===== src/rtl/dna_pkg.sv =====
// dna_pkg: shared symbol encoding (A/C/G/T), default symbol width and the count-width helper
package dna_pkg;
  localparam int SYM_W_DEF = 2;
  typedef enum logic [1:0] {SYM_A = 2'b00, SYM_C = 2'b01, SYM_G = 2'b10, SYM_T = 2'b11} sym_e;
  function automatic int cnt_w(input int syms);
    return $clog2(syms + 1);
  endfunction
endpackage


===== src/rtl/dna_unpack_lane.sv =====
// dna_unpack_lane: one word register unpacked symbol by symbol; in: clk rst flush fire valid word cnt eos, out: ready avail sym last
module dna_unpack_lane import dna_pkg::*; #(
  parameter int WORD_W = 32,
  parameter int SYM_W = SYM_W_DEF,
  parameter bit MSB_FIRST = 1'b1,
  localparam int SYMS = WORD_W / SYM_W,
  localparam int CNT_W = cnt_w(SYMS)
) (
  input  logic              clk,
  input  logic              rst,
  input  logic              flush,
  input  logic              fire,
  input  logic              valid,
  output logic              ready,
  input  logic [WORD_W-1:0] word,
  input  logic [CNT_W-1:0]  cnt,
  input  logic              eos,
  output logic              avail,
  output logic [SYM_W-1:0]  sym,
  output logic              last
);
  logic [WORD_W-1:0] word_q, shifted;
  logic [CNT_W-1:0] rem, cnt_ld, idx, cnt_eff;
  logic [31:0] shamt;
  logic eos_q;
  always_comb begin
    avail = rem != '0;
    ready = (!avail | (rem == CNT_W'(1) & fire)) & !flush;
    cnt_eff = cnt == '0 ? CNT_W'(SYMS) : cnt;
    idx = cnt_ld - rem;
    shamt = 32'(idx) * SYM_W;
    shifted = MSB_FIRST ? word_q << shamt : word_q >> shamt;
    sym = !avail ? '0 : MSB_FIRST ? shifted[WORD_W-1 -: SYM_W] : shifted[SYM_W-1:0];
    last = eos_q & rem == CNT_W'(1);
  end
  always_ff @(posedge clk or posedge rst)
    if (rst) begin
      word_q <= '0;
      rem <= '0;
      cnt_ld <= '0;
      eos_q <= 1'b0;
    end else if (flush) begin
      rem <= '0;
      eos_q <= 1'b0;
    end else if (valid & ready) begin
      word_q <= word;
      rem <= cnt_eff;
      cnt_ld <= cnt_eff;
      eos_q <= eos;
    end else if (fire) begin
      rem <= rem - CNT_W'(1);
    end
endmodule


===== src/rtl/dna_sym_streamer.sv =====
// dna_sym_streamer: pairs ref/read symbol lanes into one symbol-pair stream; in: clk rst flush_i, ref_*/read_* word lanes, sym_ready_i; out: lane ready_o, sym_valid_o, ref/read sym_o and last_o
module dna_sym_streamer import dna_pkg::*; #(
  parameter int WORD_W = 32,
  parameter int SYM_W = SYM_W_DEF,
  parameter bit MSB_FIRST = 1'b1,
  localparam int SYMS = WORD_W / SYM_W,
  localparam int CNT_W = cnt_w(SYMS)
) (
  input  logic              clk,
  input  logic              rst,
  input  logic              flush_i,
  input  logic              ref_valid_i,
  output logic              ref_ready_o,
  input  logic [WORD_W-1:0] ref_word_i,
  input  logic [CNT_W-1:0]  ref_cnt_i,
  input  logic              ref_eos_i,
  input  logic              read_valid_i,
  output logic              read_ready_o,
  input  logic [WORD_W-1:0] read_word_i,
  input  logic [CNT_W-1:0]  read_cnt_i,
  input  logic              read_eos_i,
  output logic              sym_valid_o,
  input  logic              sym_ready_i,
  output logic [SYM_W-1:0]  ref_sym_o,
  output logic [SYM_W-1:0]  read_sym_o,
  output logic              ref_last_o,
  output logic              read_last_o
);
  logic fire, ref_avail, read_avail;
  assign sym_valid_o = ref_avail & read_avail;
  assign fire = sym_valid_o & sym_ready_i;
  dna_unpack_lane #(.WORD_W(WORD_W), .SYM_W(SYM_W), .MSB_FIRST(MSB_FIRST)) u_ref (
    .clk(clk), .rst(rst), .flush(flush_i), .fire(fire),
    .valid(ref_valid_i), .ready(ref_ready_o), .word(ref_word_i), .cnt(ref_cnt_i), .eos(ref_eos_i),
    .avail(ref_avail), .sym(ref_sym_o), .last(ref_last_o)
  );
  dna_unpack_lane #(.WORD_W(WORD_W), .SYM_W(SYM_W), .MSB_FIRST(MSB_FIRST)) u_read (
    .clk(clk), .rst(rst), .flush(flush_i), .fire(fire),
    .valid(read_valid_i), .ready(read_ready_o), .word(read_word_i), .cnt(read_cnt_i), .eos(read_eos_i),
    .avail(read_avail), .sym(read_sym_o), .last(read_last_o)
  );
endmodule


===== config.mk =====
export PLATFORM = sky130hd
export DESIGN_NAME = dna_sym_streamer
export DESIGN_NICKNAME = d
export VERILOG_FILES = /design/src/rtl/dna_pkg.sv /design/src/rtl/dna_unpack_lane.sv /design/src/rtl/dna_sym_streamer.sv
export SDC_FILE = /design/constraint.sdc
export NUM_CORES = 1
export LEC_CHECK = 0
export ABC_AREA = 0
export CAP_MARGIN = 15
export CORE_MARGIN = 8
export CORE_UTILIZATION = 50
export DETAILED_ROUTE_END_ITERATION = 8
export GPL_ROUTABILITY_DRIVEN = 0
export GPL_TIMING_DRIVEN = 0
export PLACE_DENSITY = 0.89
export SETUP_SLACK_MARGIN = 0.15
export SYNTH_ARGS = -nofsm -noshare
export SYNTH_HDL_FRONTEND = slang
export SYNTH_SLANG_ARGS = --single-unit

===== constraint.sdc =====
create_clock -name clk -period 3.8 [get_ports clk]
set_input_delay 0.76 -clock clk [delete_from_list [all_inputs] [get_ports clk]]
set_output_delay 0.76 -clock clk [all_outputs]
set_load 0.05 [all_outputs]

==> results of run 1 <==
synth_stat cells (2+ instances only):
cell type  number
o21ai_1         4
inv_1          16
a31oi_1         5
fa_1            2
and2_1          4
ha_1           14
o32ai_1         3
nor4_1          4
xor2_1          2
nand2b_1        2
dfrtp_1        86
or2_2           3
and3_1          2
or3_1           2
mux4_2         20
a211oi_1        2
clkbuf_1       13
o21a_1          2
a21oi_1        13
mux2i_1         2
nor2b_1         4
buf_1           2
nand3_1         8
mux2_2          2
buf_2           6
xnor2_1         4
nor2_1         14
nand2_1       222
o21ai_0         8
per-layer routing:
layer / global-route usage [%] / routed length (µm) / vias to the layer above
met4: 6.126 / 123 / 0
met5: 0 / 0 / -
li1: - / - / 1838
met1: 24.10 / 5025 / 1867
met2: 32.00 / 5865 / 148
met3: 2.652 / 605 / 10
registers in the layout, indices dropped and copies added (netlist names):
register,flops
u_ref.cnt_ld,5
u_read.eos_q,1
u_ref.rem,5
u_ref.word_q,32
u_read.word_q,32
u_ref.eos_q,1
u_read.cnt_ld,5
u_read.rem,5
through the flow:
stage                     setup TNS [ns]  power [mW]  setup WS (ns)  area [µm²]  std cells
after floorplan                        0       3.994         0.5134        4509        490
after global placement            -34.27       4.686        -0.3913        5545        688
after detailed placement          -1.063       4.849        -0.2819        5568        689
after CTS                              0       5.586         0.1673        5798        706
after global routing                   0       6.054         0.1439        5821        707
final                                  0       5.667         0.2038        5821        707
repair_timing:
action	4_1_cts	5_1_grt
setup endpoints to repair	4	4
gates resized for setup	27	9
buffers inserted	1	1
pin swaps	0	1
gates cloned	0	0
cell families (layout without fill, tap and decap cells):
logic type,after synthesis,after routing,synth area share (%)
simple gates,272,272,25.00
flops,86,86,47.72
compound gates,47,47,6.798
buf+inv,39,148,3.607
mux,24,24,10.93
fa+ha+maj,16,16,4.773
xor+xnor,6,6,1.165
tightest hold or removal path: stages (launching register included):
cell	delay [ns]
dfrtp_1	0.34
nand2_1	0.05
nand2_1	0.05
power by group through the flow:
stage                     clock (mW)  combinational [mW]  sequential [mW]
final                          0.736                3.33             1.61
after global routing           0.784                3.62             1.65
after CTS                      0.744                3.25             1.60
after floorplan                    0                2.47             1.52
after global placement             0                3.10             1.58
after detailed placement           0                3.24             1.61
worst max-delay path by stage:
stage                          endpoint  slack [ns]  depth (start not counted)
2_1_floorplan              ref_sym_o[0]        0.51                          6
3_3_place_gp   u_read.eos_q$_DFFE_PP0P_       -0.39                          2
3_5_place_dp               ref_sym_o[0]       -0.28                          7
4_1_cts                   read_sym_o[1]        0.17                          7
5_1_grt                    ref_sym_o[1]        0.14                          7
6_report                   ref_sym_o[0]        0.20                          7
cell type report:
| type | instances | area [µm²] |
|---|---|---|
| Multi-Input combinational cell | 365 | 2197 |
| Timing Repair Buffer | 93 | 920.9 |
| Tap cell | 108 | 135.1 |
| Clock inverter | 6 | 93.84 |
| Clock buffer | 10 | 137.6 |
| Inverter | 16 | 62.56 |
| Fill cell | 710 | 2900 |
| Sequential cell | 86 | 2155 |
| Buffer | 23 | 118.9 |
==> run_results.csv, run 1 <==
group,metric,value,unit
run_status,run_status,"completed",
placement,io_buffers,90,
critical_path,critPathCaptureType,"output port",
final_layout,diodes,0,
critical_path,r2r-end,"u_read.word_q[0]$_DFFE_PP0P_",
power_and_ir_drop,p_sw_share,42.11,%
clock_tree,clk_latency,0.34,ns
die,io_pins,91,
min_path,hold_path_class,"reg2reg",
final_layout,final_nets,692,
final_layout,area_growth,29.08,%
timing,finalSetupViolCount,0,
timing,hold_slack,0.4749,ns
clock_tree,path_clk_slew,0.09,ns
die,die-area,0.01231,mm²
critical_path,critPathMaxFanout,8,
final_layout,layout_common_cells,"nand2_1, clkdlybuf4s50_1, dfrtp_1",
critical_path,cp_data_required_time,3.04,ns
clock_tree,ctsLongestPathBuffers,2,
synthesis,synthCells,490,
drt,first_pass_iters,5,
drt,vias,3863,
synthesis,synth_top_cell_by_area,"dfrtp_1",
synthesis,syn-num-nets,588,
critical_path,crit_buf_inv,2,
drt,wirelength,11.62,mm
final_layout,final_common_cell,"nand2_1",
synthesis,yosysUniqueCellTypes,48,
drt,post_drt_wl_per_cell,16.43,µm
power_and_ir_drop,p_int,3.281,mW
global_routing,antenna_found_initial,0,
critical_path,timing.rr.start,"u_ref.rem[0]$_DFFE_PP0P_",
clock_tree,cts_tree,"yes",
placement,dp_hpwl,8.772,mm
synthesis,syn-cell-area,0.004509,mm²
final_layout,final_core_util,66.74,%
die,coreArea,0.008721,mm²
global_routing,grt_pass1_wl,19.46,mm
critical_path,r2r_setup_slack,1.07,ns
flow_run,maxCapViolCount,0,
critical_path,crit_path_frequent_cell,"mux4_2",
power_and_ir_drop,peakVddDrop,368.5,µV
power_and_ir_drop,clkPwrFrac,13.0,%
die,die_h,111.0,µm
timing,slew_headroom,55.08,%
power_and_ir_drop,switching_power,2.386,mW
timing,period_needed,3.596,ns
min_path,hold_start,"u_ref.word_q[28]$_DFFE_PP0P_",
synthesis,synth_area_leaders,"dfrtp_1, nand2_1, mux4_2, ha_1, a21oi_1",
clock_tree,cts_hold_buf,0,
critical_path,cp_slowest_cell,"fa_1",
timing,post-route-period-util,94.64,%
synthesis,synth-async-reset-ratio,100.0,%
global_routing,grt_pass1_vias,4094,
synthesis,synth_top_area_share,47.72,%
timing,finalHoldViolations,0,
timing,worstMarginPinSlew,0.6644,ns
synthesis,yosysWarnings,0,
synthesis,synth_seq_area_share,47.72,%
synthesis,synthFlopType,"dfrtp_1",
critical_path,crit_family,"multiplexers",
critical_path,critPathMaxStageDelay,0.50,ns
clock_tree,clock_sinks,86,
global_routing,track_usage,18.85,%
min_path,hold-path-endpoint,"u_ref.word_q[28]$_DFFE_PP0P_",
synthesis,avgSynthCellArea,9.203,µm²
synthesis,ys_ff_latch,86,
critical_path,crit_type,"reg2out",
timing,slew_viol_final,0,
synthesis,synth_edf_count,0,
critical_path,critPathLaunchType,"flop",
min_path,hold_depth,2,
critical_path,path_cells,"ha_1 > fa_1 > buf_4 > mux4_2 > mux4_2 > nor2b_1 > buf_2",
drt,drc,0,
global_routing,grt-ovfl-total,0,
power_and_ir_drop,power.share.sequential,28.3,%
power_and_ir_drop,power_density,973.7,mW/mm²
die,die_w,111.0,µm
die,start_util,51.71,%
power_and_ir_drop,power_leakage,2.786,nW
timing,finClkSkew,0.01584,ns
clock_tree,htree_num_levels,3,
timing,fmax,278.1,MHz
die,rows,34,
drt,drtAntennaViolNets,0,
global_routing,grt_max_degree,45,
critical_path,arrival,2.84,ns
critical_path,r2r_cells,11,
timing,rsz0062_at_grt,"yes",
drt,drt_iter0_markers,239,
clock_tree,cts-root-buf,"clkbuf_8",
critical_path,crit_path_start,"u_ref.rem[0]$_DFFE_PP0P_",
final_layout,drive_gt1_share,11.52,%
power_and_ir_drop,pwr-share-comb,58.7,%
drt,via_per_inst,5.464,
clock_tree,cts_buffers,9,
Power figures use the tool's default switching activity.
==> run 2, diff against run 1 <==
--- a/config.mk
+++ b/config.mk
@@ -16,4 +16,5 @@
 export SETUP_SLACK_MARGIN = 0.15
 export SYNTH_ARGS = -nofsm -noshare
 export SYNTH_HDL_FRONTEND = slang
+export SYNTH_HIERARCHICAL = 1
 export SYNTH_SLANG_ARGS = --single-unit
==> run 2 against run 1 <==
  * Flip-flop and latch count unchanged
  * Largest cell class unchanged
  * Critical endpoint unchanged
  * First-iteration DRC count down 48%
  * Global-route usage down 2.3 points
  * Highest routed layer unchanged
==> run_results.csv, run 2 <==
group,metric,value,unit
flow_run,maxCapViolCount,0,
global_routing,antenna_found_initial,0,
drt,vias,3067,
drt,via_per_inst,5.526,
global_routing,grt-ovfl-total,0,
timing,worstMarginPinSlew,0.8945,ns
final_layout,drive_gt1_share,32.43,%
synthesis,yosysUniqueCellTypes,35,
global_routing,grt_pass1_wl,16.65,mm
die,die_w,111.7,µm
clock_tree,path_clk_slew,0.09,ns
timing,slew_viol_final,0,
critical_path,critPathLaunchType,"flop",
synthesis,synthAdderAreaFrac,4.705,%
synthesis,avgSynthCellArea,13.95,µm²
die,io_pins,91,
drt,post_drt_wl_per_cell,18.98,µm
drt,wirelength,10.53,mm
die,die_h,111.7,µm
timing,finClkSkew,0.01330,ns
synthesis,synth_area_leaders,"dfrtp_1, mux2_2, mux4_1, ha_1, mux4_2",
synthesis,syn-num-nets,426,
run_status,run_status,"completed",
die,rows,35,
timing,slew_headroom,39.83,%
synthesis,synth_top_cell_by_area,"dfrtp_1",
global_routing,grt_max_degree,44,
synthesis,syn-cell-area,0.004574,mm²
synthesis,synthCells,328,
drt,drtAntennaViolNets,0,
power_and_ir_drop,peakVddDrop,488.4,µV
final_layout,reg_top3,"u_read/word_q x32, u_ref/word_q x32",
synthesis,yosys.area_share.simple,7.495,%
synthesis,synth.most_common_cell,"dfrtp_1",
timing,finalSetupViolCount,0,
power_and_ir_drop,power_leakage,2.545,nW
final_layout,fin_area,0.005932,mm²
final_layout,diodes,0,
placement,dp_hpwl,7.624,mm
final_layout,final_common_cell,"dfrtp_1",
timing,fmax,281.9,MHz
min_path,hold_path_class,"reg2reg",
synthesis,synth_common_cells,"dfrtp_1, mux2_2, inv_1",
synthesis,synth-compound-area-share,6.018,%
synthesis,synthFlopType,"dfrtp_1",
synthesis,ys_ff_latch,86,
placement,io_buffers,90,
global_routing,track_usage,16.60,%
critical_path,critPathCaptureType,"output port",
synthesis,synth_seq_area_share,47.05,%
timing,finalHoldViolations,0,
synthesis,synth_top_family_by_area,"multiplexers",
die,coreArea,0.009065,mm²
clock_tree,clock_sinks,86,
drt,drc,0,
die,die-area,0.01247,mm²
power_and_ir_drop,power,6.475,mW
final_layout,fill_cells,692,
drt,first_pass_iters,4,
global_routing,grt_pass1_vias,3362,
final_layout,final_nets,537,
clock_tree,cts-root-buf,"clkbuf_8",
die,start_util,50.46,%
timing,period_needed,3.548,ns
timing,post-route-period-util,93.36,%
critical_path,crit_type,"reg2out",
power_and_ir_drop,power_density,1092,mW/mm²
synthesis,yosysWarnings,6,
critical_path,critPathMaxFanout,8,
placement,placed_cell_area,0.005614,mm²
clock_tree,cts_tree,"yes",
critical_path,cp_data_required_time,3.04,ns
synthesis,synth_top_area_share,47.05,%
clock_tree,clk_latency,0.34,ns
synthesis,synth.area.mux_share,28.34,%
synthesis,synth_edf_count,0,
final_layout,layout_common_cells,"dfrtp_1, clkdlybuf4s50_1, mux2_2",
clock_tree,cts_buffers,9,
clock_tree,htree_num_levels,3,
synthesis,synth-async-reset-ratio,100.0,%
clock_tree,ctsLongestPathBuffers,2,
critical_path,arrival,2.79,ns
final_layout,area_growth,29.68,%
timing,rsz0062_at_grt,"no",
drt,drt_iter0_markers,125,
synthesis,synth_xor_area_share,2.626,%
run 2: cell count changes after synthesis, moves of 5 or more:
cell	change
mux4_2	-16
a31oi_1	-5
a211oi_1	+6
clkbuf_1	-13
o21ai_0	-6
nor3_1	+7
mux2_2	+70
mux4_1	+12
mux2i_1	+6
nand3_1	-8
nand2_1	-218
xnor2_1	+6
run 2: kinds of logic (layout without fill, tap and decap cells):
family	after synthesis	count (layout)
multiplexers	96	96
flip-flops	86	86
AND/OR/NAND/NOR	52	52
AO/OA/AOI/OAI	34	34
buffers and inverters	32	148
adder cells (fa/ha/maj)	16	16
XOR/XNOR	12	12
run 2: where the power goes:
group	switching, mW	total, mW	internal, mW
clock	0.332	0.658	0.325
sequential	0.286	1.67	1.38
combinational	1.99	4.15	2.16
run 2: through the flow:
step	setup TNS [ns]	std cells	hold WS, ns	setup slack, ns	utilization (%)
final	0	555	0.5088	0.2523	65.44
after global routing	0	555	0.5196	0.1545	65.44
after CTS	0	550	0.5082	0.1347	64.46
after detailed placement	-0.4620	529	0.4859	-0.1518	61.93
after global placement	-0.3726	529	0.4794	-0.1177	61.93
after floorplan	0	328	0.4699	0.2591	-
run 2: path summary, 6_finish.rpt:
path                       slack [ns]  cells past startpoint                             to                    startpoint
hold / removal                   0.51                      1   u_ref/word_q[28]$_DFFE_PP0P_  u_ref/word_q[28]$_DFFE_PP0P_
setup reg to reg                 1.20                     10  u_read/word_q[14]$_DFFE_PP0P_      u_ref/rem[0]$_DFFE_PP0P_
max in group asynchronous        2.19                      2      u_read/rem[0]$_DFFE_PP0P_                           rst
hold reg to reg                  0.51                      1   u_ref/word_q[28]$_DFFE_PP0P_  u_ref/word_q[28]$_DFFE_PP0P_
min in group asynchronous        0.98                      2  u_read/word_q[18]$_DFFE_PP0P_                           rst
setup / recovery                 0.25                      7                   ref_sym_o[0]      u_ref/rem[0]$_DFFE_PP0P_
run 2: final cells by class:
| cell class | count | area (µm²) | area share, % |
|---|---|---|---|
| timing repair buffer | 100 | 974.7 | 16.43 |
| clock buffer | 10 | 137.6 | 2.320 |
| inverter | 18 | 67.56 | 1.139 |
| multi-input combinational | 210 | 2280 | 38.43 |
| tap | 111 | 138.9 | 2.341 |
| sequential | 86 | 2153 | 36.30 |
| clock inverter | 6 | 67.56 | 1.139 |
| buffer | 14 | 112.6 | 1.898 |
run 2: critical path: stages, from the launching register on:
cell and delay, ns:
dfrtp_1 0.41, ha_2 0.21, fa_1 0.50, buf_6 0.15, mux4_2 0.55, a2111oi_4 0.37, nor3_2 0.09, buf_6 0.17
run 2: metal layers:
metal / up-vias / track usage [%] / share of wire (%)
met2: 69 / 27.54 / 51
met1: 1572 / 20.78 / 43
li1: 1414 / - / -
met5: - / 0 / 0
met4: 0 / 6.655 / 1.6
met3: 12 / 3.355 / 4.4
run 2: what timing repair did:
item / in CTS / in global routing
hold buffers: 0 / 0
pin swaps: 0 / 3
setup endpoints to repair: 5 / 5
resized for setup: 35 / 13
setup buffers: 5 / 5
endpoints found under the hold margin: 0 / 0
==> run 3, diff against run 2 <==
--- a/config.mk
+++ b/config.mk
@@ -8,11 +8,11 @@
 export ABC_AREA = 0
 export CAP_MARGIN = 15
 export CORE_MARGIN = 8
-export CORE_UTILIZATION = 50
+export CORE_UTILIZATION = 31
 export DETAILED_ROUTE_END_ITERATION = 8
 export GPL_ROUTABILITY_DRIVEN = 0
 export GPL_TIMING_DRIVEN = 0
-export PLACE_DENSITY = 0.89
+export PLACE_DENSITY = 0.64
 export SETUP_SLACK_MARGIN = 0.15
 export SYNTH_ARGS = -nofsm -noshare
 export SYNTH_HDL_FRONTEND = slang
==> run 3 against run 2 <==
  * Register-to-register slack got worse by 0.05 ns
  * Highest routed layer unchanged
  * Hold slack got worse by 0.012 ns
  * Flip-flop and latch count unchanged
  * Maximum frequency shrank 1.3%
  * Design area grew 2.7%
  * Die area increased by 52%
  * Setup slack worse by 0.046 ns
  * Sequential power about the same
  * Largest power group unchanged
  * Sequential share of layout area shrank 0.92 points
==> run_results.csv, run 3 (synthesized netlist as in run 2, its figures left out) <==
group,metric,value,unit
global_routing,grt_pass1_wl,17.42,mm
drt,drt_iter0_markers,117,
final_layout,fill_cells,1337,
timing,finalHoldViolations,0,
timing,slew_headroom,38.56,%
final_layout,area_growth,33.12,%
clock_tree,ctsLongestPathBuffers,2,
placement,pre_cts_slack,-0.1796,ns
final_layout,diodes,0,
flow_run,maxCapViolCount,0,
power_and_ir_drop,p_int,4.006,mW
power_and_ir_drop,clkPwrFrac,12.2,%
final_layout,instances_no_fill,628,
power_and_ir_drop,power,6.585,mW
drt,first_pass_iters,6,
timing,finalSetupViolCount,0,
placement,placed_cell_area,0.005705,mm²
power_and_ir_drop,power.share.sequential,25.1,%
global_routing,grt_pass1_vias,3364,
global_routing,antenna_found_initial,0,
power_and_ir_drop,switching_power,2.579,mW
die,die_h,137.5,µm
final_layout,final_nets,537,
critical_path,cp_data_required_time,3.04,ns
timing,post-route-period-util,94.56,%
placement,dp_hpwl,8.150,mm
critical_path,critPathMaxFanout,4,
drt,drc,0,
power_and_ir_drop,peakVddDrop,345.4,µV
die,coreArea,0.01448,mm²
clock_tree,cts_tree,"yes",
critical_path,critPathCaptureType,"output port",
final_layout,ff_latch_area,0.002155,mm²
final_layout,layout_common_cells,"clkdlybuf4s50_1, dfrtp_1, mux2_2",
global_routing,grt-ovfl-total,0,
clock_tree,path_clk_slew,0.06,ns
drt,vias,3027,
global_routing,grt_max_degree,44,
power_and_ir_drop,p_sw_share,39.17,%
final_layout,fin_area,0.006090,mm²
clock_tree,htree_num_levels,3,
critical_path,critPathLaunchType,"flop",
run_status,run_status,"completed",
clock_tree,cts_hold_buf,0,
critical_path,crit_type,"reg2out",
die,rows,44,
min_path,hold_path_class,"reg2reg",
drt,drtAntennaViolNets,0,
clock_tree,clock_sinks,86,
die,io_pins,91,
timing,slew_viol_final,0,
timing,setup_ws,0.2067,ns
critical_path,arrival,2.83,ns
clock_tree,cts_buffers,9,
timing,fmax,278.3,MHz
global_routing,track_usage,12.00,%
timing,period_needed,3.593,ns
die,die-area,0.01890,mm²
die,die_w,137.5,µm
final_layout,reg_top3,"u_read/word_q x32, u_ref/word_q x32",
drt,via_per_inst,4.820,
drt,post_drt_wl_per_cell,17.40,µm
drt,wirelength,10.93,mm
timing,finClkSkew,0.004329,ns
clock_tree,clk_latency,0.33,ns
placement,place_inst,602,
power_and_ir_drop,power_leakage,2.562,nW
power_and_ir_drop,power_density,1081,mW/mm²
die,start_util,31.59,%
clock_tree,cts-root-buf,"clkbuf_16",
placement,io_buffers,90,
final_layout,multi_input_area,0.002283,mm²
final_layout,drive_gt1_share,31.76,%
timing,worstMarginPinSlew,0.9203,ns
power_and_ir_drop,pwr-share-comb,62.7,%
timing,rsz0062_at_grt,"yes",
## run 3: cell types whose count changed in the layout (fill, tap and decap cells not counted), sizes merged
cell	change
dlygate4sd2	+1
inv	-2
bufinv	-1
clkbuf	+3
dlymetal6s2s	-1
## run 3: per-layer routing
metal / share of wire, % / vias up / GRT usage, %
met5: 0 / - / 0
met4: 1.4 / 0 / 4.768
met3: 3.4 / 9 / 2.152
met2: 50 / 57 / 19.29
met1: 45 / 1538 / 15.69
li1: - / 1423 / -
## run 3: area by class of cell
class,instances,area share [%]
Buffer,14,1.849
Tap cell,184,3.781
Multi-Input combinational cell,210,37.50
Clock buffer,13,4.109
Sequential cell,86,35.38
Inverter,18,1.110
Clock inverter,3,0.3287
Timing Repair Buffer,100,15.94
## run 3: timing repair
item                                   4_1_cts  5_1_grt
buffers inserted                             7        3
pin swaps                                    2        2
gates cloned                                 0        0
endpoints found under the hold margin        0        0
gates resized for setup                     40        6
setup endpoints to repair                    6        4
## run 3: metrics by stage
step / hold WS (ns) / util (%) / setup TNS, ns
floorplan: 0.4699 / - / 0
global route: 0.5078 / 42.06 / 0
CTS: 0.5025 / 41.69 / 0
global placement: 0.4811 / 39.41 / -0.5096
finish: 0.4970 / 42.06 / 0
detailed placement: 0.4881 / 39.41 / -0.5683
## run 3: worst paths after layout
kind,endpoint,startpoint,depth (start not counted),slack (ns)
max reg2reg,u_ref/word_q[13]$_DFFE_PP0P_,u_read/rem[0]$_DFFE_PP0P_,10,1.15
max,ref_sym_o[0],u_ref/rem[0]$_DFFE_PP0P_,7,0.21
min in group asynchronous,u_ref/word_q[16]$_DFFE_PP0P_,rst,2,1.00
min reg2reg,u_ref/word_q[19]$_DFFE_PP0P_,u_ref/word_q[19]$_DFFE_PP0P_,1,0.50
min,u_ref/word_q[19]$_DFFE_PP0P_,u_ref/word_q[19]$_DFFE_PP0P_,1,0.50
max in group asynchronous,u_read/rem[0]$_DFFE_PP0P_,rst,2,2.15
## run 3: power groups by stage
| stage | Combinational (mW) | Clock [mW] | Sequential (mW) |
|---|---|---|---|
| 5_1_grt | 4.46 | 0.876 | 1.71 |
| 4_1_cts | 4.04 | 0.837 | 1.66 |
| 6_report | 4.13 | 0.801 | 1.65 |
| 3_3_place_gp | 3.74 | 0 | 1.64 |
| 2_1_floorplan | 3.00 | 0 | 1.58 |
| 3_5_place_dp | 3.80 | 0 | 1.67 |
## run 3: worst max-delay path, stage by stage, from the launching register on
cell and delay, ns:
dfrtp_2 0.43, ha_2 0.20, fa_1 0.53, buf_6 0.12, mux4_1 0.60, a2111oi_4 0.34, nor3_2 0.08, buf_4 0.21
